## src/rtl/pe_ctrl_pkg.sv

```systemverilog
// pe_ctrl_pkg: shared FSM state type, shift width and address-width helper for the PE array sequencer
package pe_ctrl_pkg;
  localparam int BW_SHIFT = 8;
  typedef enum logic [2:0] {
    ST_IDLE,
    ST_FETCH,
    ST_DRAIN,
    ST_CLEAR,
    ST_WAIT,
    ST_WRITE
  } pe_ctrl_state_e;
  function automatic int addr_w(input int n);
    return (n < 2) ? 1 : $clog2(n);
  endfunction
endpackage

```

## src/rtl/pe_loop_cnt.sv

```systemverilog
// pe_loop_cnt: wrap-around loop index counter, 0..N-1, with synchronous clear
module pe_loop_cnt
  import pe_ctrl_pkg::*;
#(
  parameter int N = 4,
  parameter int W = addr_w(N)
) (
  input  logic         clk,
  input  logic         reset,
  input  logic         clr,
  input  logic         inc,
  output logic [W-1:0] cnt,
  output logic         wrap
);
  logic [W-1:0] cnt_q, cnt_d;
  assign wrap = cnt_q == W'(N - 1);
  assign cnt  = cnt_q;
  always_comb cnt_d = clr ? '0 : inc ? (wrap ? '0 : cnt_q + W'(1)) : cnt_q;
  always_ff @(posedge clk or posedge reset)
    if (reset) cnt_q <= '0;
    else cnt_q <= cnt_d;
endmodule

```

## src/rtl/pe_array_ctrl.sv

```systemverilog
// pe_array_ctrl: output-stationary loop-nest sequencer (m, j, i) driving buffers and pe_array.
// Outputs are decoded from registered state so an asynchronous reset clears them at once.
module pe_array_ctrl
  import pe_ctrl_pkg::*;
#(
  parameter int MAC_NUM = 10,
  parameter int IA_H    = 100,
  parameter int IA_W    = 150,
  parameter int OA_W    = 16,
  parameter int RES_LAT = 2,
  parameter int RD_LAT  = 1,
  localparam int J_N    = IA_H / MAC_NUM,
  localparam int ACT_AW = addr_w(J_N * IA_W),
  localparam int WET_AW = addr_w(IA_W * OA_W),
  localparam int OUT_AW = addr_w(OA_W * J_N)
) (
  input  logic                clk,
  input  logic                reset,
  input  logic                start,
  input  logic [BW_SHIFT-1:0] cfg_shift,
  output logic                busy,
  output logic                done,
  output logic                act_rd_en,
  output logic [ACT_AW-1:0]   act_rd_addr,
  output logic                wet_rd_en,
  output logic [WET_AW-1:0]   wet_rd_addr,
  output logic                PE_mac_enable,
  output logic                PE_clear_acc,
  output logic [BW_SHIFT-1:0] PE_res_shift_num,
  output logic                out_wr_en,
  output logic [OUT_AW-1:0]   out_wr_addr
);
  localparam int IW = addr_w(IA_W);
  localparam int JW = addr_w(J_N);
  localparam int MW = addr_w(OA_W);
  pe_ctrl_state_e state_q, state_d;
  logic [BW_SHIFT-1:0] shift_q, shift_d;
  logic [7:0] dly_q, dly_d;
  logic done_q, done_d;
  logic [RD_LAT-1:0] mac_q, mac_d;
  logic [IW-1:0] i_cnt;
  logic [JW-1:0] j_cnt;
  logic [MW-1:0] m_cnt;
  logic i_wrap, j_wrap, m_wrap;
  logic go, rd_en, j_inc, m_inc, last;
  // start in the done cycle is deliberately dropped; it must be seen again in a plain IDLE cycle
  assign go    = (state_q == ST_IDLE) && start && !done_q;
  assign rd_en = state_q == ST_FETCH;
  assign j_inc = state_q == ST_WRITE;
  assign m_inc = j_inc && j_wrap;
  assign last  = m_inc && m_wrap;
  pe_loop_cnt #(.N(IA_W), .W(IW)) u_i (
    .clk(clk), .reset(reset), .clr(go), .inc(rd_en), .cnt(i_cnt), .wrap(i_wrap)
  );
  pe_loop_cnt #(.N(J_N), .W(JW)) u_j (
    .clk(clk), .reset(reset), .clr(go), .inc(j_inc), .cnt(j_cnt), .wrap(j_wrap)
  );
  pe_loop_cnt #(.N(OA_W), .W(MW)) u_m (
    .clk(clk), .reset(reset), .clr(go), .inc(m_inc), .cnt(m_cnt), .wrap(m_wrap)
  );
  always_comb begin
    state_d = state_q;
    case (state_q)
      ST_IDLE:  state_d = go ? ST_FETCH : ST_IDLE;
      ST_FETCH: state_d = i_wrap ? ST_DRAIN : ST_FETCH;
      ST_DRAIN: state_d = (dly_q == 8'(RD_LAT - 1)) ? ST_CLEAR : ST_DRAIN;
      ST_CLEAR: state_d = (RES_LAT == 1) ? ST_WRITE : ST_WAIT;
      ST_WAIT:  state_d = (dly_q == 8'(RES_LAT - 2)) ? ST_WRITE : ST_WAIT;
      ST_WRITE: state_d = last ? ST_IDLE : ST_FETCH;
      default:  state_d = ST_IDLE;
    endcase
    dly_d   = (state_d == state_q) ? dly_q + 8'd1 : '0;
    shift_d = go ? cfg_shift : shift_q;
    done_d  = last;
    mac_d   = RD_LAT'({mac_q, rd_en});
  end
  always_ff @(posedge clk or posedge reset)
    if (reset) begin
      state_q <= ST_IDLE;
      shift_q <= '0;
      dly_q   <= '0;
      done_q  <= 1'b0;
      mac_q   <= '0;
    end else begin
      state_q <= state_d;
      shift_q <= shift_d;
      dly_q   <= dly_d;
      done_q  <= done_d;
      mac_q   <= mac_d;
    end
  assign busy             = state_q != ST_IDLE;
  assign done             = done_q;
  assign act_rd_en        = rd_en;
  assign wet_rd_en        = rd_en;
  assign act_rd_addr      = ACT_AW'(int'(j_cnt) * IA_W + int'(i_cnt));
  assign wet_rd_addr      = WET_AW'(int'(i_cnt) * OA_W + int'(m_cnt));
  assign out_wr_addr      = OUT_AW'(int'(m_cnt) * J_N + int'(j_cnt));
  assign PE_mac_enable    = mac_q[RD_LAT-1];
  assign PE_clear_acc     = state_q == ST_CLEAR;
  assign PE_res_shift_num = shift_q;
  assign out_wr_en        = state_q == ST_WRITE;
endmodule
```

## config.mk

```make
export PLATFORM = sky130hd
export DESIGN_NAME = pe_array_ctrl
export DESIGN_NICKNAME = d
export VERILOG_FILES = /design/src/rtl/pe_ctrl_pkg.sv /design/src/rtl/pe_loop_cnt.sv /design/src/rtl/pe_array_ctrl.sv
export SDC_FILE = /design/constraint.sdc
export NUM_CORES = 1
export LEC_CHECK = 0
export ABC_AREA = 1
export BUFFER_PORTS_ARGS = -buffer_cell sky130_fd_sc_hd__buf_4
export CAP_MARGIN = 20
export CORE_AREA = 4 4 69 96
export CTS_CLUSTER_SIZE = 12
export DETAILED_ROUTE_END_ITERATION = 6
export DIE_AREA = 0 0 73 100
export GPL_TIMING_DRIVEN = 0
export PLACE_DENSITY_LB_ADDON = 0.1
export SETUP_SLACK_MARGIN = 0.5
export SLEW_MARGIN = 40
export SYNTH_ARGS = -nofsm -noshare
export SYNTH_HDL_FRONTEND = slang
export SYNTH_SLANG_ARGS = --single-unit
```

## constraint.sdc

```tcl
create_clock -name clk -period 3.54 [get_ports clk]
set_input_delay 0.708 -clock clk [delete_from_list [all_inputs] [get_ports clk]]
set_output_delay 0.708 -clock clk [all_outputs]
set_load 0.005 [all_outputs]
```

==> impl_metrics.tcl, run 1 <==
set metrics [dict create \
    hold-worst-slack_ns 0.4009 \
    overall_track_demand_over_capacity_in_global_routing_pct 18.50 \
    total_switching_power_mw 0.1513 \
    crit_path_max_fanout 5 \
    dr.pass1.iters 4 \
    layout-area-overhead-vs-synth_pct 37.02 \
    first_global_vias 2552 \
    holdCritPathClass "in2async" \
    numCtsBuffers 5 \
    synth_compound_area_share_pct 6.422 \
    finalMaxSlewViolations 0 \
    antenna_diodes 0 \
    setup_viol 5 \
    synth_simple_gate_area_share_pct 27.64 \
    layout.nets 501 \
    p_leak_nw 2.109 \
    synth.avg_cell_area_um2 7.936 \
    core-area_mm2 0.005822 \
    dp.final_hpwl_mm 4.858 \
    remaining_drc_errors 0 \
    setup_repair_after_global_routing_missed_its_margin "yes" \
    ir_drop_mv 0.2020 \
    path_delay_family "adder cells" \
    clk-insertion-delay-late_ns 0.28 \
    timing_worst_slew_pin_value_ns 0.4021 \
    hold_viol 0 \
    via_per_inst 5.082 \
    post_synth_inst_count 356 \
    start_kind "flop" \
    final_layout_size_suffix_gt1_share_pct 32.45 \
    wirelength_mm 6.713 \
    synth_area_mm2 0.002825 \
    drt.antenna.violating_nets 0 \
    synth_top_family_by_area "simple AND/OR/NAND/NOR gates" \
    synthArstFlopShare_pct 100.0 \
    top_level_ports 57 \
    slowest_delay_ns 0.41 \
    worstPathCellList "inv_2 > ha_4 > inv_2 > fa_2 > ha_4 > buf_4 > a31oi_4 > xnor2_2 > ha_1 > nand2_1 > or2_4 > nand3_4 > nand3_1 > nand2_1 > nand2_1 > buf_4" \
    fin_skew_ns 0.006698 \
    clk_path_buf_depth 2 \
    totalNegativeSetupSlack_ns -1.148 \
    yosys_most_used_dff "sky130_fd_sc_hd__dfrtp_1" \
    clockRootBuffer "sky130_fd_sc_hd__clkbuf_8" \
    via_count 2658 \
    synth.area.mux_share_pct 0 \
    synth_sequential_area_ratio_pct 32.77 \
    path_clk_slew_ns 0.07 \
    share_clk_of_total_power_pct 38.7 \
    grt_overflow 0 \
    row_count 33 \
    clock-sinks 37 \
    total_die_area_mm2 0.007300 \
    grt_max_degree 24 \
    period_needed_ns 3.835 \
    drv_cap 0 \
    synthesis.nets 405 \
    io_buffers 56 \
    grt_first_pass_wirelength_mm 10.88 \
    die_w_um 73 \
    failing_checks "setup timing" \
    holdBufCountCts 0 \
    die-height_um 100 \
    p_seq_share_pct 58.4 \
    cp-end-kind "primary output" \
    synth_edf_count 0 \
    synth_area_in_adders_pct 17.89 \
    slew_headroom_pct 73.19 \
    worstPathBufferInverterCount 4 \
    power.internal_mw 0.5726 \
    detail_route.iter0.violations 49 \
    yosys.area_share.xor_xnor_pct 7.750 \
    detailed_place.area_mm2 0.003426 \
    post-route-worst-setup-slack_ns -0.2946 \
    crit_slowest_cell "sky130_fd_sc_hd__dfrtp_2" \
    htree_num_levels 2 \
    cts_tree "yes" \
    status "finished with violations" \
    layout.filler_cells 518 \
    synth_cell_types 34 \
    initial_core_util_pct 48.53 \
    p_sw_share_pct 20.90 \
    power.density_mw_per_mm2 187.0 \
    avgRoutedWirePerCell_um 12.84 \
    timing.fmax_mhz 260.8 \
    grt_antenna_before_repair 0 \
    register_bit_total_from_synthesis 37 \
    gp_routability_congestion 0.8182 \
    critical_path_class "reg2out" \
    worst_ep_required_time_ns 2.83 \
    min_period_over_period_pct 108.3 \
    synth-warning-count 0 \
    worst_path_most_repeated_cell "sky130_fd_sc_hd__nand2_1" \
    comb_power_share_pct 2.9 \
    final_cell_area_mm2 0.003871 \
    timing.critical_path.arrival_ns 3.13 \
]
==> routing by layer <==
layer / part of all wire (%) / wire length, um / track usage (%)
met5: 0 / 0 / 0
met4: 2.1 / 138 / 7.244
met3: 2.5 / 171 / 2.705
met2: 58 / 3876 / 35.22
met1: 38 / 2527 / 19.73
==> final timing paths <==
kind / start / endpoint / slack [ns] / depth (start not counted)
worst max-delay path: u_j.cnt[2]$_DFFE_PP0P_ / act_rd_addr[10] / -0.29 / 16
worst min-delay path: reset / state_q[2]$_DFF_PP0_ / 0.40 / 2
worst max register to register: u_i.cnt[1]$_DFFE_PP0P_ / state_q[0]$_DFF_PP0_ / 1.93 / 7
worst min register to register: PE_res_shift_num[6]$_DFFE_PP0P_ / PE_res_shift_num[6]$_DFFE_PP0P_ / 0.49 / 2
max in group asynchronous: reset / u_j.cnt[0]$_DFFE_PP0P_ / 2.68 / 3
min in group clk: PE_res_shift_num[6]$_DFFE_PP0P_ / PE_res_shift_num[6]$_DFFE_PP0P_ / 0.49 / 2
==> worst register-to-register path: stages (launching register included) <==
cell                        delay [ns]
sky130_fd_sc_hd__dfrtp_1          0.44
sky130_fd_sc_hd__inv_1            0.09
sky130_fd_sc_hd__ha_1             0.13
sky130_fd_sc_hd__nand2_1          0.05
sky130_fd_sc_hd__nor3_1           0.22
sky130_fd_sc_hd__nand2_1          0.14
sky130_fd_sc_hd__nand2_1          0.24
sky130_fd_sc_hd__o2111ai_1        0.16
==> logic make-up (layout without fill, tap and decap cells) <==
| kind of cell | after synthesis | in the layout |
|---|---|---|
| simple gates | 171 | 171 |
| buf+inv | 53 | 150 |
| fa+ha+maj | 38 | 38 |
| flops | 37 | 37 |
| compound gates | 32 | 32 |
| xor+xnor | 25 | 25 |
==> final cells by class <==
class,count,area (um^2),share of cell area (%)
buffer,5,32.53,0.8403
sequential,37,935.9,24.18
tap,70,87.58,2.262
timing repair buffer,89,699.4,18.07
clock buffer,8,80.08,2.069
multi-input combinational,266,1856,47.93
inverter,48,180.2,4.654
==> stage by stage <==
stage	utilization, %	cells	total power, mW	worst slack (ns)
floorplan	-	356	0.4374	0.2530
global placement	58.37	482	0.4482	-0.05919
detailed placement	58.84	483	0.4524	-0.08848
CTS	62.67	508	0.7310	-0.2135
global route	66.49	523	0.7522	-0.4523
finish	66.49	523	0.7239	-0.2946
==> power by group through the flow <==
stage	sequential, mW	combinational (mW)	clock [mW]
2_1_floorplan	0.431	0.00677	0
3_3_place_gp	0.431	0.0175	0
3_5_place_dp	0.431	0.0218	0
4_1_cts	0.422	0.0218	0.287
5_1_grt	0.422	0.0233	0.307
6_report	0.422	0.0210	0.280
==> cells in the final DEF, fill, tap and decap left out, types with 2 or more instances in the layout <==
master,netlist,routed
sky130_fd_sc_hd__nand2_1,96,94
sky130_fd_sc_hd__buf_4,3,88
sky130_fd_sc_hd__inv_1,46,42
sky130_fd_sc_hd__dfrtp_1,37,29
sky130_fd_sc_hd__ha_1,34,26
sky130_fd_sc_hd__nor2_1,19,19
sky130_fd_sc_hd__nand3_1,22,19
sky130_fd_sc_hd__xor2_1,18,17
sky130_fd_sc_hd__nor3_1,14,14
sky130_fd_sc_hd__a21oi_1,11,8
sky130_fd_sc_hd__dfrtp_2,0,8
sky130_fd_sc_hd__nand4_1,7,7
sky130_fd_sc_hd__inv_2,2,6
sky130_fd_sc_hd__o21ai_0,7,6
sky130_fd_sc_hd__ha_4,0,5
sky130_fd_sc_hd__clkbuf_8,0,5
sky130_fd_sc_hd__o21ai_1,3,4
sky130_fd_sc_hd__o22ai_1,4,4
sky130_fd_sc_hd__xnor2_1,7,4
sky130_fd_sc_hd__nand3_2,1,3
sky130_fd_sc_hd__nand2_2,1,3
sky130_fd_sc_hd__xnor2_2,0,3
sky130_fd_sc_hd__ha_2,0,3
sky130_fd_sc_hd__clkbuf_1,0,3
sky130_fd_sc_hd__buf_6,0,3
sky130_fd_sc_hd__nand3_4,1,2
sky130_fd_sc_hd__buf_2,2,2
sky130_fd_sc_hd__nand3b_1,2,2
sky130_fd_sc_hd__a21oi_2,0,2
sky130_fd_sc_hd__a31oi_1,3,2
sky130_fd_sc_hd__fa_2,0,2
sky130_fd_sc_hd__fa_1,4,2
==> sequential cells by signal (all words and copies together), names as in the netlist <==
register	flops
PE_res_shift_num	8
state_q	3
u_m.cnt	4
dly_q	8
u_j.cnt	4
done	1
PE_mac_enable	1
u_i.cnt	8
==> cells in the mapped netlist, types with 2 or more instances <==
cell	number	area (um^2)
sky130_fd_sc_hd__buf_2	2	10.01
sky130_fd_sc_hd__ha_1	34	425.4
sky130_fd_sc_hd__inv_2	2	7.510
sky130_fd_sc_hd__dfrtp_1	37	925.9
sky130_fd_sc_hd__buf_4	3	22.52
sky130_fd_sc_hd__nand3b_1	2	15.01
sky130_fd_sc_hd__nand4_1	7	43.79
sky130_fd_sc_hd__xor2_1	18	157.7
sky130_fd_sc_hd__inv_1	46	172.7
sky130_fd_sc_hd__nand3_1	22	110.1
sky130_fd_sc_hd__nand2_1	96	360.4
sky130_fd_sc_hd__a31oi_1	3	18.77
sky130_fd_sc_hd__or2_2	2	12.51
sky130_fd_sc_hd__o22ai_1	4	25.02
sky130_fd_sc_hd__nor2_1	19	71.32
sky130_fd_sc_hd__a21oi_1	11	55.05
sky130_fd_sc_hd__fa_1	4	80.08
sky130_fd_sc_hd__xnor2_1	7	61.31
sky130_fd_sc_hd__o21ai_0	7	35.03
sky130_fd_sc_hd__o21ai_1	3	15.01
sky130_fd_sc_hd__nor3_1	14	70.07
==> timing repair <==
| item | in CTS | in global routing |
|---|---|---|
| pin swaps | 9 | 17 |
| gates resized for setup | 6 | 25 |
| endpoints found under the setup margin | 8 | 9 |
| buffers inserted | 17 | 15 |
(Power assumes the default switching activity.)
==> run 2: changes to the inputs <==
--- a/config.mk
+++ b/config.mk
@@ -8,10 +8,10 @@
 export ABC_AREA = 1
 export BUFFER_PORTS_ARGS = -buffer_cell sky130_fd_sc_hd__buf_4
 export CAP_MARGIN = 20
-export CORE_AREA = 4 4 69 96
+export CORE_AREA = 4 4 63 89
 export CTS_CLUSTER_SIZE = 12
 export DETAILED_ROUTE_END_ITERATION = 6
-export DIE_AREA = 0 0 73 100
+export DIE_AREA = 0 0 67 93
 export GPL_TIMING_DRIVEN = 0
 export PLACE_DENSITY_LB_ADDON = 0.1
 export SETUP_SLACK_MARGIN = 0.5
==> constraint.sdc (replaced) <==
create_clock -name clk -period 4.7 [get_ports clk]
set_input_delay 0.94 -clock clk [delete_from_list [all_inputs] [get_ports clk]]
set_output_delay 0.94 -clock clk [all_outputs]
set_load 0.005 [all_outputs]
==> run 2 against run 1 <==
Compared with the run above: the run now ends clean; hold slack better by 0.082 ns; design area is 7.0% lower; clock skew fell by 0.0015 ns; sequential share of layout area is 1.7 points higher; sequential cell count is the same; global-route usage rose by 3.4 points; largest cell class unchanged; largest power group unchanged.
==> impl_metrics.tcl, run 2 (synthesized netlist as in run 1, its figures left out) <==
set metrics [dict create \
    path_clk_slew_ns 0.07 \
    clk-insertion-delay-late_ns 0.29 \
    detail_route.iter0.violations 80 \
    finalMaxSlewViolations 0 \
    preCtsSetupSlack_ns 0.4373 \
    gp_routability_congestion 0.7771 \
    via_count 2526 \
    clockRootBuffer "sky130_fd_sc_hd__clkbuf_8" \
    io_buffers 56 \
    setup_viol 0 \
    numCtsBuffers 5 \
    total_die_area_mm2 0.006231 \
    commonest_cells_after_routing_fill_and_taps_aside "sky130_fd_sc_hd__nand2_1 (94), sky130_fd_sc_hd__buf_4 (66), sky130_fd_sc_hd__inv_1 (44), sky130_fd_sc_hd__dfrtp_1 (34), sky130_fd_sc_hd__ha_1 (29)" \
    critical_path_class "reg2out" \
    start_kind "flop" \
    totalNegativeSetupSlack_ns 0 \
    clock-sinks 37 \
    overall_track_demand_over_capacity_in_global_routing_pct 21.94 \
    die_w_um 67 \
    min_period_over_period_pct 86.09 \
    ir_drop_mv 0.2073 \
    hold_viol 0 \
    final_cell_area_mm2 0.003598 \
    grt_first_pass_wirelength_mm 10.66 \
    timing_worst_slew_pin_value_ns 0.6392 \
    wirelength_mm 6.380 \
    worst_ep_required_time_ns 3.76 \
    holdCritPathClass "reg2reg" \
    row_count 30 \
    via_per_inst 5.134 \
    fin_skew_ns 0.005248 \
    setup_repair_after_global_routing_missed_its_margin "no" \
    p_leak_nw 1.991 \
    dp.final_hpwl_mm 4.720 \
    combined_area_of_the_multi_input_logic_cells_mm2 0.001787 \
    drv_cap 0 \
    grt_max_degree 38 \
    slew_headroom_pct 57.34 \
    post-route-worst-setup-slack_ns 0.6538 \
    final_common_cell "sky130_fd_sc_hd__nand2_1" \
    power.density_mw_per_mm2 159.1 \
    layout.area.seq_um2 929.6 \
    clk_path_buf_depth 2 \
    core-area_mm2 0.004767 \
    holdBufCountCts 0 \
    antenna_diodes 0 \
    cts_tree "yes" \
    remaining_drc_errors 0 \
    detailed_place.area_mm2 0.003326 \
    avgRoutedWirePerCell_um 12.97 \
    first_global_vias 2531 \
    layout.filler_cells 374 \
    layout.nets 476 \
    timing.fmax_mhz 247.1 \
    cp-end-kind "primary output" \
    status "completed" \
    drt.antenna.violating_nets 0 \
    period_needed_ns 4.046 \
    htree_num_levels 2 \
    initial_core_util_pct 59.27 \
    grt_antenna_before_repair 0 \
    die-height_um 93 \
    top_level_ports 57 \
    final_layout_size_suffix_gt1_share_pct 25.47 \
    dr.pass1.iters 4 \
    crit_path_max_fanout 3 \
    layout-area-overhead-vs-synth_pct 27.37 \
    grt_overflow 0 \
    timing.critical_path.arrival_ns 3.11 \
]
run 2: cell count changes in the layout (fill, tap and decap cells not counted), moves of 3 or more:
cell	before	now
sky130_fd_sc_hd__buf_4	88	66
sky130_fd_sc_hd__clkbuf_1	3	0
sky130_fd_sc_hd__dfrtp_1	29	34
sky130_fd_sc_hd__dfrtp_2	8	3
sky130_fd_sc_hd__ha_1	26	29
sky130_fd_sc_hd__inv_2	6	2
sky130_fd_sc_hd__xnor2_1	4	7
sky130_fd_sc_hd__xnor2_2	3	0
run 2: cell type report:
class                           instances  share of cell area (%)
Clock inverter                          1                  0.1391
Clock buffer                            7                   2.677
Inverter                               48                   5.111
Timing Repair Buffer                   64                   13.46
Multi-Input combinational cell        266                   49.65
Sequential cell                        37                   25.83
Tap cell                               64                   2.225
Buffer                                  5                  0.9040
run 2: repair_timing:
| item | CTS | global route |
|---|---|---|
| endpoints found under the setup margin | 5 | 3 |
| pin swaps | 3 | 5 |
| buffers inserted | 5 | 3 |
| gates resized for setup | 8 | 16 |
run 2: report_power, final:
group	internal, mW	switching, mW	total [mW]
registers	0.318	0	0.318
clock network	0.132	0.109	0.241
logic	0.00543	0.00748	0.0129
total	0.456	0.116	0.572
run 2: layer usage:
layer  wire length [um]  track usage (%)
met1               2309            22.20
met2               3742            43.07
met3                168            2.644
met4                160            8.799
met5                  0                0
run 2: critical path: stages, from the launching register on:
cell and delay [ns]:
sky130_fd_sc_hd__dfrtp_2 0.43, sky130_fd_sc_hd__inv_4 0.07, sky130_fd_sc_hd__ha_1 0.22, sky130_fd_sc_hd__inv_1 0.07, sky130_fd_sc_hd__fa_2 0.47, sky130_fd_sc_hd__ha_4 0.19
sky130_fd_sc_hd__a31oi_2 0.20, sky130_fd_sc_hd__xnor2_1 0.14, sky130_fd_sc_hd__ha_1 0.27, sky130_fd_sc_hd__buf_4 0.16, sky130_fd_sc_hd__a21oi_2 0.18, sky130_fd_sc_hd__nand3_4 0.10
sky130_fd_sc_hd__nand4_1 0.11, sky130_fd_sc_hd__nand2_1 0.06, sky130_fd_sc_hd__buf_4 0.13
run 2: worst paths after layout:
path	from	endpoint	slack, ns	cells past startpoint
max reg2reg	u_j.cnt[1]$_DFFE_PP0P_	state_q[0]$_DFF_PP0_	3.12	8
min	PE_res_shift_num[2]$_DFFE_PP0P_	PE_res_shift_num[2]$_DFFE_PP0P_	0.48	2
max in group asynchronous	reset	u_j.cnt[3]$_DFFE_PP0P_	3.55	2
min in group asynchronous	reset	u_m.cnt[3]$_DFFE_PP0P_	0.71	2
min reg2reg	PE_res_shift_num[2]$_DFFE_PP0P_	PE_res_shift_num[2]$_DFFE_PP0P_	0.48	2
max	u_j.cnt[2]$_DFFE_PP0P_	act_rd_addr[10]	0.65	14
run 2: through the flow:
step                      cells  utilization [%]  total power [mW]  hold WS [ns]
after floorplan             356                -            0.3295        0.4660
after global placement      476            69.76            0.3372        0.4645
after detailed placement    476            69.76            0.3376        0.4669
after CTS                   489            73.33            0.5773        0.4861
after global routing        492            75.49            0.5929        0.5163
final                       492            75.49            0.5724        0.4827
==> run 3: changes to the inputs <==
--- a/config.mk
+++ b/config.mk
@@ -8,10 +8,10 @@
 export ABC_AREA = 1
 export BUFFER_PORTS_ARGS = -buffer_cell sky130_fd_sc_hd__buf_4
 export CAP_MARGIN = 20
-export CORE_AREA = 4 4 63 89
+export CORE_AREA = 4 4 66 92
 export CTS_CLUSTER_SIZE = 12
 export DETAILED_ROUTE_END_ITERATION = 6
-export DIE_AREA = 0 0 67 93
+export DIE_AREA = 0 0 70 96
 export GPL_TIMING_DRIVEN = 0
 export PLACE_DENSITY_LB_ADDON = 0.1
 export SETUP_SLACK_MARGIN = 0.5
==> constraint.sdc (replaced) <==
create_clock -name clk -period 4.35 [get_ports clk]
set_input_delay 0.87 -clock clk [delete_from_list [all_inputs] [get_ports clk]]
set_output_delay 0.87 -clock clk [all_outputs]
set_load 0.005 [all_outputs]
==> run 3 against run 2 <==
Compared with the run above: via count is 4.3% higher; clock skew up 0.0013 ns; setup slack got worse by 0.23 ns; die area is 7.8% higher; critical endpoint unchanged; hold slack improved by 0.0080 ns; combinational power increased by 30%; cell count increased by 2.0%; count of clock-buffer cells in the layout down 1; design area rose by 5.8%; register-to-register slack worse by 0.39 ns.
==> impl_metrics.tcl, run 3 (synthesized netlist as in run 1, its figures left out) <==
set metrics [dict create \
    top_level_ports 57 \
    total_switching_power_mw 0.1342 \
    numCtsBuffers 5 \
    power_mw 0.6726 \
    p_sw_share_pct 19.95 \
    holdCritPathClass "reg2reg" \
    r2r_slack_ns 2.73 \
    grt_first_pass_wirelength_mm 11.06 \
    power.density_mw_per_mm2 176.6 \
    layout.filler_cells 408 \
    grt_overflow 0 \
    dp.final_hpwl_mm 4.775 \
    detail_route.iter0.violations 61 \
    htree_num_levels 2 \
    initial_core_util_pct 54.36 \
    setup_repair_after_global_routing_missed_its_margin "yes" \
    final_core_utilization_pct 73.25 \
    remaining_drc_errors 0 \
    ir_drop_mv 0.2635 \
    drt.antenna.violating_nets 0 \
    clock-sinks 37 \
    die-height_um 96 \
    via_count 2634 \
    io_buffers 56 \
    drv_cap 0 \
    wirelength_mm 6.713 \
    final_common_cell "sky130_fd_sc_hd__nand2_1" \
    p_seq_share_pct 51.1 \
    row_count 31 \
    layout-area-overhead-vs-synth_pct 34.77 \
    power.internal_mw 0.5384 \
    overall_track_demand_over_capacity_in_global_routing_pct 20.43 \
    grt_antenna_before_repair 0 \
    commonest_cells_after_routing_fill_and_taps_aside "sky130_fd_sc_hd__nand2_1 (93), sky130_fd_sc_hd__buf_4 (70), sky130_fd_sc_hd__inv_1 (42), sky130_fd_sc_hd__dfrtp_1 (34), sky130_fd_sc_hd__ha_1 (25)" \
    p_leak_nw 2.060 \
    total_die_area_mm2 0.006720 \
    timing_worst_slew_pin_value_ns 0.4817 \
    period_needed_ns 3.925 \
    clk_path_buf_depth 2 \
    final-instance-count-excl-fill 502 \
    cts_tree "yes" \
    avgRoutedWirePerCell_um 13.37 \
    layout.nets 484 \
    placed_cells_incl_taps 479 \
    cp-end-kind "primary output" \
    gp_routability_congestion 0.8379 \
    setup_viol 0 \
    grt_max_degree 22 \
    first_global_vias 2658 \
    antenna_diodes 0 \
    timing.fmax_mhz 254.8 \
    share_clk_of_total_power_pct 46.4 \
    holdBufCountCts 0 \
    via_per_inst 5.247 \
    status "completed" \
    totalNegativeSetupSlack_ns 0 \
    dr.pass1.iters 4 \
    finalMaxSlewViolations 0 \
    crit_path_max_fanout 4 \
    worst_ep_required_time_ns 3.48 \
    slew_headroom_pct 67.84 \
    final_layout_size_suffix_gt1_share_pct 29.13 \
    start_kind "flop" \
    hold_viol 0 \
    clockRootBuffer "sky130_fd_sc_hd__clkbuf_8" \
    fin_skew_ns 0.006586 \
    comb_power_share_pct 2.5 \
    min_period_over_period_pct 90.22 \
    core-area_mm2 0.005197 \
    timing.critical_path.arrival_ns 3.05 \
    hold-worst-slack_ns 0.4907 \
    clk-insertion-delay-late_ns 0.29 \
    die_w_um 70 \
    critical_path_class "reg2out" \
    path_clk_slew_ns 0.08 \
]
-- run 3: changes by cell type in the layout (fill, tap and decap cells not counted), sizes merged --
| cell | before | now |
|---|---|---|
| clkbuf | 7 | 6 |
| clkinv | 2 | 0 |
| bufinv | 0 | 1 |
| inv | 47 | 48 |
| clkinvlp | 0 | 1 |
| buf | 69 | 77 |
-- run 3: cell type report --
type	count	area, um^2	area share (%)
multi-input combinational	266	1878	49.33
sequential	37	929.6	24.42
timing repair buffer	72	584.3	15.35
inverter	48	180.2	4.732
clock buffer	6	82.58	2.169
tap	66	82.58	2.169
clock inverter	2	37.54	0.9859
buffer	5	32.53	0.8544
-- run 3: power groups by stage --
stage / sequential (mW) / clock [mW] / combinational [mW]
6_report: 0.344 / 0.312 / 0.0168
5_1_grt: 0.344 / 0.334 / 0.0188
4_1_cts: 0.344 / 0.318 / 0.0177
3_5_place_dp: 0.350 / 0 / 0.0176
3_3_place_gp: 0.350 / 0 / 0.0142
2_1_floorplan: 0.350 / 0 / 0.00551
-- run 3: worst paths after layout --
kind                                                   endpoint                            start  cells past startpoint
min in group asynchronous                u_m.cnt[2]$_DFFE_PP0P_                            reset                      2
max in group asynchronous                u_j.cnt[3]$_DFFE_PP0P_                            reset                      3
worst max register to register             state_q[0]$_DFF_PP0_           u_j.cnt[1]$_DFFE_PP0P_                      8
worst min register to register  PE_res_shift_num[4]$_DFFE_PP0P_  PE_res_shift_num[4]$_DFFE_PP0P_                      2
worst max-delay path                            act_rd_addr[10]           u_j.cnt[3]$_DFFE_PP0P_                     15
worst min-delay path            PE_res_shift_num[4]$_DFFE_PP0P_  PE_res_shift_num[4]$_DFFE_PP0P_                      2
-- run 3: critical path, cell delays in order (launching register included) --
cell	delay (ns)
sky130_fd_sc_hd__dfrtp_2	0.44
sky130_fd_sc_hd__ha_4	0.27
sky130_fd_sc_hd__inv_2	0.04
sky130_fd_sc_hd__fa_2	0.37
sky130_fd_sc_hd__ha_4	0.25
sky130_fd_sc_hd__buf_12	0.13
sky130_fd_sc_hd__a31oi_4	0.18
sky130_fd_sc_hd__xnor2_2	0.11
sky130_fd_sc_hd__ha_4	0.29
sky130_fd_sc_hd__nand2_2	0.06
sky130_fd_sc_hd__or2_4	0.24
sky130_fd_sc_hd__nand3_4	0.07
sky130_fd_sc_hd__nand3_1	0.07
sky130_fd_sc_hd__nand2_1	0.07
sky130_fd_sc_hd__nand2_1	0.05
sky130_fd_sc_hd__buf_4	0.13
-- run 3: through the flow --
stage,area [um^2],setup slack [ns]
after floorplan,2825,0.5806
after global placement,3328,0.2290
after detailed placement,3356,0.1959
after CTS,3764,0.4555
after global routing,3807,0.2602
final,3807,0.4254
-- run 3: per-layer routing --
layer	share of wire (%)	GRT usage (%)	routed length, um
met1	37	19.71	2475
met2	57	41.17	3827
met3	3.2	3.762	214
met4	2.9	9.744	195
met5	0	0	0
-- run 3: repair_timing --
item / in CTS / in global routing
endpoints found under the setup margin: 6 / 5
gates resized for setup: 30 / 6
setup buffers: 14 / 1
pin swaps: 13 / 16
